### config.mk
export PLATFORM = sky130hd
export DESIGN_NAME = otp_auth_ctrl
export DESIGN_NICKNAME = d
export VERILOG_FILES = /design/src/rtl/otp_auth_ctrl.sv
export SDC_FILE = /design/constraint.sdc
export NUM_CORES = 1
export LEC_CHECK = 0
export ABC_AREA = 0
export BUFFER_PORTS_ARGS = -buffer_cell sky130_fd_sc_hd__buf_2
export CORE_UTILIZATION = 40
export CTS_CLUSTER_SIZE = 16
export DETAILED_ROUTE_END_ITERATION = 12
export PLACE_DENSITY = 0.68
export SYNTH_ARGS = -nofsm -noshare
export SYNTH_HDL_FRONTEND = slang
export SYNTH_SLANG_ARGS = --single-unit
### constraint.sdc
create_clock -name clk -period 3.6 [get_ports clk]
set_clock_uncertainty 0.05 [all_clocks]
set_input_delay 0.36 -clock clk [delete_from_list [all_inputs] [get_ports clk]]
set_output_delay 0.36 -clock clk [all_outputs]
set_load 0.1 [all_outputs]
### src/rtl/otp_auth_ctrl.sv
// One-time-password authentication controller: latches an OTP, collects keypad digits,
// compares them and drives timed unlock / expired / lockout indications.
module otp_auth_ctrl #(
    parameter int NUM_DIGITS     = 4,
    parameter int DIGIT_W        = 4,
    parameter int MAX_ATTEMPTS   = 3,
    parameter int EXPIRE_CYCLES  = 1_500_000_000,
    parameter int HOLD_CYCLES    = 250_000_000,
    parameter int LOCKOUT_CYCLES = 500_000_000,
    localparam int CODE_W = NUM_DIGITS * DIGIT_W,
    localparam int CNT_W  = $clog2(NUM_DIGITS + 1)
) (
    input  logic              clk,
    input  logic              reset,
    input  logic [CODE_W-1:0] lfsr_code,
    input  logic              lfsr_latch,
    input  logic [DIGIT_W-1:0] user_digit,
    input  logic              user_latch,
    input  logic              user_clear,
    output logic [CODE_W-1:0] otp,
    output logic [CODE_W-1:0] user_otp_out,
    output logic [CNT_W-1:0]  digit_cnt,
    output logic [2:0]        wrng_atmpt,
    output logic              unlock,
    output logic              expired,
    output logic              reset_sys,
    output logic [2:0]        state
);

    // Handshake: lfsr_latch / user_latch / user_clear are single-cycle valid pulses with
    // no back-pressure; a pulse outside the state that consumes it is simply dropped.

    localparam int MAX_HE  = (HOLD_CYCLES > EXPIRE_CYCLES) ? HOLD_CYCLES : EXPIRE_CYCLES;
    localparam int MAX_CYC = (LOCKOUT_CYCLES > MAX_HE) ? LOCKOUT_CYCLES : MAX_HE;
    localparam int TIMER_W = (MAX_CYC > 1) ? $clog2(MAX_CYC) : 1;

    localparam logic [TIMER_W-1:0] EXP_LAST  = TIMER_W'(EXPIRE_CYCLES - 1);
    localparam logic [TIMER_W-1:0] HOLD_LAST = TIMER_W'(HOLD_CYCLES - 1);
    localparam logic [TIMER_W-1:0] LOCK_LAST = TIMER_W'(LOCKOUT_CYCLES - 1);
    localparam logic [2:0]         MAX_ATT   = 3'(MAX_ATTEMPTS);
    localparam logic [CNT_W-1:0]   LAST_DIG  = CNT_W'(NUM_DIGITS - 1);

    typedef enum logic [2:0] {
        S_IDLE     = 3'd0,
        S_GEN      = 3'd1,
        S_ENTER    = 3'd2,
        S_CHECK    = 3'd3,
        S_UNLOCKED = 3'd4,
        S_EXPIRED  = 3'd5,
        S_LOCKOUT  = 3'd6
    } state_t;

    state_t               state_q;
    logic [TIMER_W-1:0]   timer;
    logic                 hold_done;

    assign state = state_q;

    // End of a timed indication state; everything is cleared as the FSM drops to IDLE.
    always_comb begin
        hold_done = 1'b0;
        case (state_q)
            S_UNLOCKED, S_EXPIRED: hold_done = (timer == HOLD_LAST);
            S_LOCKOUT:             hold_done = (timer == LOCK_LAST);
            default:               hold_done = 1'b0;
        endcase
    end

    always_ff @(posedge clk or negedge reset) begin
        if (!reset) begin
            state_q      <= S_IDLE;
            timer        <= '0;
            otp          <= '0;
            user_otp_out <= '0;
            digit_cnt    <= '0;
            wrng_atmpt   <= '0;
            unlock       <= 1'b0;
            expired      <= 1'b0;
            reset_sys    <= 1'b0;
        end else if (hold_done || state_q == S_IDLE) begin
            state_q      <= (state_q == S_IDLE) ? S_GEN : S_IDLE;
            timer        <= '0;
            otp          <= '0;
            user_otp_out <= '0;
            digit_cnt    <= '0;
            wrng_atmpt   <= '0;
            unlock       <= 1'b0;
            expired      <= 1'b0;
            reset_sys    <= 1'b0;
        end else begin
            case (state_q)
                S_GEN: begin
                    if (lfsr_latch) begin
                        otp     <= lfsr_code;
                        timer   <= '0;
                        state_q <= S_ENTER;
                    end
                end

                S_ENTER: begin
                    if (timer >= EXP_LAST) begin
                        state_q <= S_EXPIRED;
                        expired <= 1'b1;
                        timer   <= '0;
                    end else begin
                        timer <= timer + TIMER_W'(1);
                        if (user_clear) begin
                            user_otp_out <= '0;
                            digit_cnt    <= '0;
                        end else if (user_latch) begin
                            // Digit 0 lands in the most significant slot.
                            for (int i = 0; i < NUM_DIGITS; i++) begin
                                if (digit_cnt == CNT_W'(i))
                                    user_otp_out[(NUM_DIGITS-1-i)*DIGIT_W +: DIGIT_W] <= user_digit;
                            end
                            digit_cnt <= digit_cnt + CNT_W'(1);
                            if (digit_cnt == LAST_DIG)
                                state_q <= S_CHECK;
                        end
                    end
                end

                S_CHECK: begin
                    if (timer < EXP_LAST)
                        timer <= timer + TIMER_W'(1);
                    if (user_otp_out == otp) begin
                        state_q <= S_UNLOCKED;
                        unlock  <= 1'b1;
                        timer   <= '0;
                    end else if (wrng_atmpt + 3'd1 == MAX_ATT) begin
                        wrng_atmpt <= wrng_atmpt + 3'd1;
                        state_q    <= S_LOCKOUT;
                        reset_sys  <= 1'b1;
                        timer      <= '0;
                    end else begin
                        // Expire timer keeps running across retries.
                        wrng_atmpt   <= wrng_atmpt + 3'd1;
                        user_otp_out <= '0;
                        digit_cnt    <= '0;
                        state_q      <= S_ENTER;
                    end
                end

                S_UNLOCKED, S_EXPIRED, S_LOCKOUT: begin
                    timer <= timer + TIMER_W'(1);
                end

                default: begin
                    state_q <= S_IDLE;
                end
            endcase
        end
    end

endmodule

==> out/metrics.yaml <==
status: "completed"
synth.net_count: 504
multi_input_area_um2: 2310
antenna_found_initial: 0
clk_latency_ns: 0.36
worstPathCellList: "or4_4 > a21oi_2 > a31oi_1 > or3_4 > a211oi_4 > nand2b_2 > o311ai_0"
clk_pin_slew_ns: 0.08
met2_usage: 0.331
cts_max_level: 3
period_needed_ns: 3.38
fin_ws_ns: 0.216
start_util: 0.416
viasPerCell: 5.71
antenna_left: 0
die_h_um: 106
drc: 0
synth-seq-cells: 75
p_int_mw: 2.06
clk_path_buf_depth: 2
area_growth_pct: 16.7
fillers: 992
cts_made_buffers: 9
ys_seq_area_frac: 0.433
ys.flop_type: "dfrtp_1"
core_area_um2: 10400
postRouteWirelength_um: 11600
nets: 574
ys.warnings.count: 0
max_stage_delay_ns: 0.66
p_clk_frac: 0.141
grt_pass1_vias: 3783
power_frac_comb: 0.606
arrival_ns: 3.57
cpMaxStageDelayCell: "a211oi_4"
grt_pass1_wl_um: 19300
tritoncts: "done"
top_usage_layer: "met2"
die_area_um2: 11300
syn_area_um2: 4330
tns_ns: 0
vias: 3893
slew_violations: 0
crit_buf_inv: 0
finalCritPeriodShare: 0.940
die_w_um: 106
grt_overflow: 0
synth_edf_count: 0
rsz0062_at_grt: "no"
p_leak_nw: 2.31
critPathKind: "reg -> reg"
post-dp-hpwl_um: 8000
register_area_um2: 1880
synth_top_area_cell: "dfrtp_1"
synth_most_common_cell: "dfrtp_1"
cts_root_buf: "clkbuf_8"
synth_cell_types: 63
setup_viol: 0
worst-path-max-fanout: 16
grt_util_met1: 0.310
met3_usage: 0.0362
place.gp.congestion: 0.870
io_pins: 69
dp_slack_ns: -0.118
portBuffers: 68
worst_pin_slew_ns: 1.01
switchingPower_mw: 2.71
syn_inst: 471
design_power_total_mw: 4.77
row_count: 37
post_cts_resized: 0
antennaDiodeCount: 0
grt_start_max_net_pins: 76
cp_data_required_time_ns: 3.78
synthTopCellsByCount: "dfrtp_1, nand2_1, nor2_1"
yosys-top-cells-area: "dfrtp_1, nand2_1, mux2_2"
swShare: 0.567
power_density_nw_per_um2: 944
synth_top_area_share: 0.433
cts_sinks: 75
cp_top_family: "compound AO/OA/AOI/OAI gates"
seqPwrFrac: 0.253
min_path_type: "in -> async"
ir_worst_vdd_uv: 556
first_pass_iters: 6
relSlewSlack: 0.324
drt-initial-drc-count: 280
drive_gt1_frac: 0.227
hold_viol_final: 0
cap_violations: 0
cts_setup_buffers: 0
syn_avg_cell_area_um2: 9.20
fmax_mhz: 295
routedWlPerCell_um: 16.9
synthArstFlopShare: 1.00
critPathLaunchType: "flop"
grt_usage: 0.218
end_kind: "flop"
[power groups by stage]
stage | Combinational (mW) | Clock, mW | Sequential (mW)
after floorplan | 1.10 | 0 | 2.38
after global placement | 2.82 | 0 | 1.22
after detailed placement | 2.84 | 0 | 1.22
after CTS | 2.90 | 0.684 | 1.21
after global routing | 3.07 | 0.717 | 1.24
final | 2.89 | 0.673 | 1.21
[metal layers]
layer / vias up / routed length, um
met3: 15 / 503
li1: 1858 / -
met2: 92 / 5310
met1: 1928 / 5530
met4: 0 / 211
met5: - / 0
[cells in the final DEF, fill, tap and decap left out, types with 3 or more instances in the layout]
master    netlist  layout
a21o_1         13      13
a21oi_1        26      26
a22o_1         10      10
a22oi_1         3       3
a31oi_1         3       3
and2_1          5       5
and3_1          6       6
and4_1          9       9
buf_2           7      67
buf_4           0      13
clkbuf_8        0      10
dfrtp_1        75      75
ha_1            8       8
inv_1          18      18
mux2_2         16      16
nand2_1        74      74
nand2b_1        3       3
nand3_1        22      22
nand4_1        11      11
nor2_1         32      32
nor2b_1         5       5
nor3_1          7       7
nor4_1          3       3
nor4bb_1        4       4
o211ai_1        5       5
o21ai_0         9       9
o22ai_1         4       4
o2bb2a_1        3       3
o311ai_0        5       5
o31ai_1         7       7
or3_1           7       7
xnor2_1        18      18
[stage by stage]
stage / util / cells / hold slack, ns / cell area, um2
global route: 0.485 / 682 / 0.172 / 5050
finish: 0.485 / 682 / 0.0957 / 5050
floorplan: - / 471 / 0.0144 / 4330
CTS: 0.485 / 682 / 0.137 / 5050
global placement: 0.465 / 665 / 0.440 / 4840
detailed placement: 0.465 / 665 / 0.462 / 4840
[timing repair]
| item | CTS | global route |
|---|---|---|
| endpoints found under the hold margin | 0 | 0 |
| endpoints found under the setup margin | 5 | 0 |
| hold buffers | 0 | 0 |
[final cells by class]
cell class / instances / area share
multi-input cells: 357 / 0.456
flip-flops and latches: 75 / 0.371
repair buffers: 80 / 0.0856
well taps: 136 / 0.0337
clock buffers: 11 / 0.0280
inverters: 18 / 0.0134
clock inverters: 5 / 0.0119
[sequential cells by signal, indices dropped and copies added (netlist names)]
register,cells
user_otp_out,16
wrng_atmpt,3
digit_cnt,3
otp,16
state,3
expired,1
reset_sys,1
timer,31
unlock,1
[logic make-up after synthesis]
logic type	share of synthesized area
AO/OA/AOI/OAI	0.178
XOR/XNOR	0.0384
adder cells (fa/ha/maj)	0.0231
buffers and inverters	0.0384
flip-flops	0.433
multiplexers	0.0439
AND/OR/NAND/NOR	0.245
[path summary, 6_finish.rpt]
kind	startpoint	end	slack (ns)	cells past startpoint
worst max-delay path	timer[15]$_DFFE_PN0P_	timer[19]$_DFFE_PN0P_	0.22	7
worst min-delay path	reset	timer[3]$_DFFE_PN0P_	0.1	1
worst max register to register	timer[15]$_DFFE_PN0P_	timer[19]$_DFFE_PN0P_	0.22	7
worst min register to register	reset_sys$_DFFE_PN0P_	reset_sys$_DFFE_PN0P_	0.48	2
max in group asynchronous	reset	user_otp_out[7]$_DFFE_PN0P_	2.78	1
min in group clk	lfsr_code[11]	otp[11]$_DFFE_PN0P_	0.17	3
(Power assumes the default switching activity.)
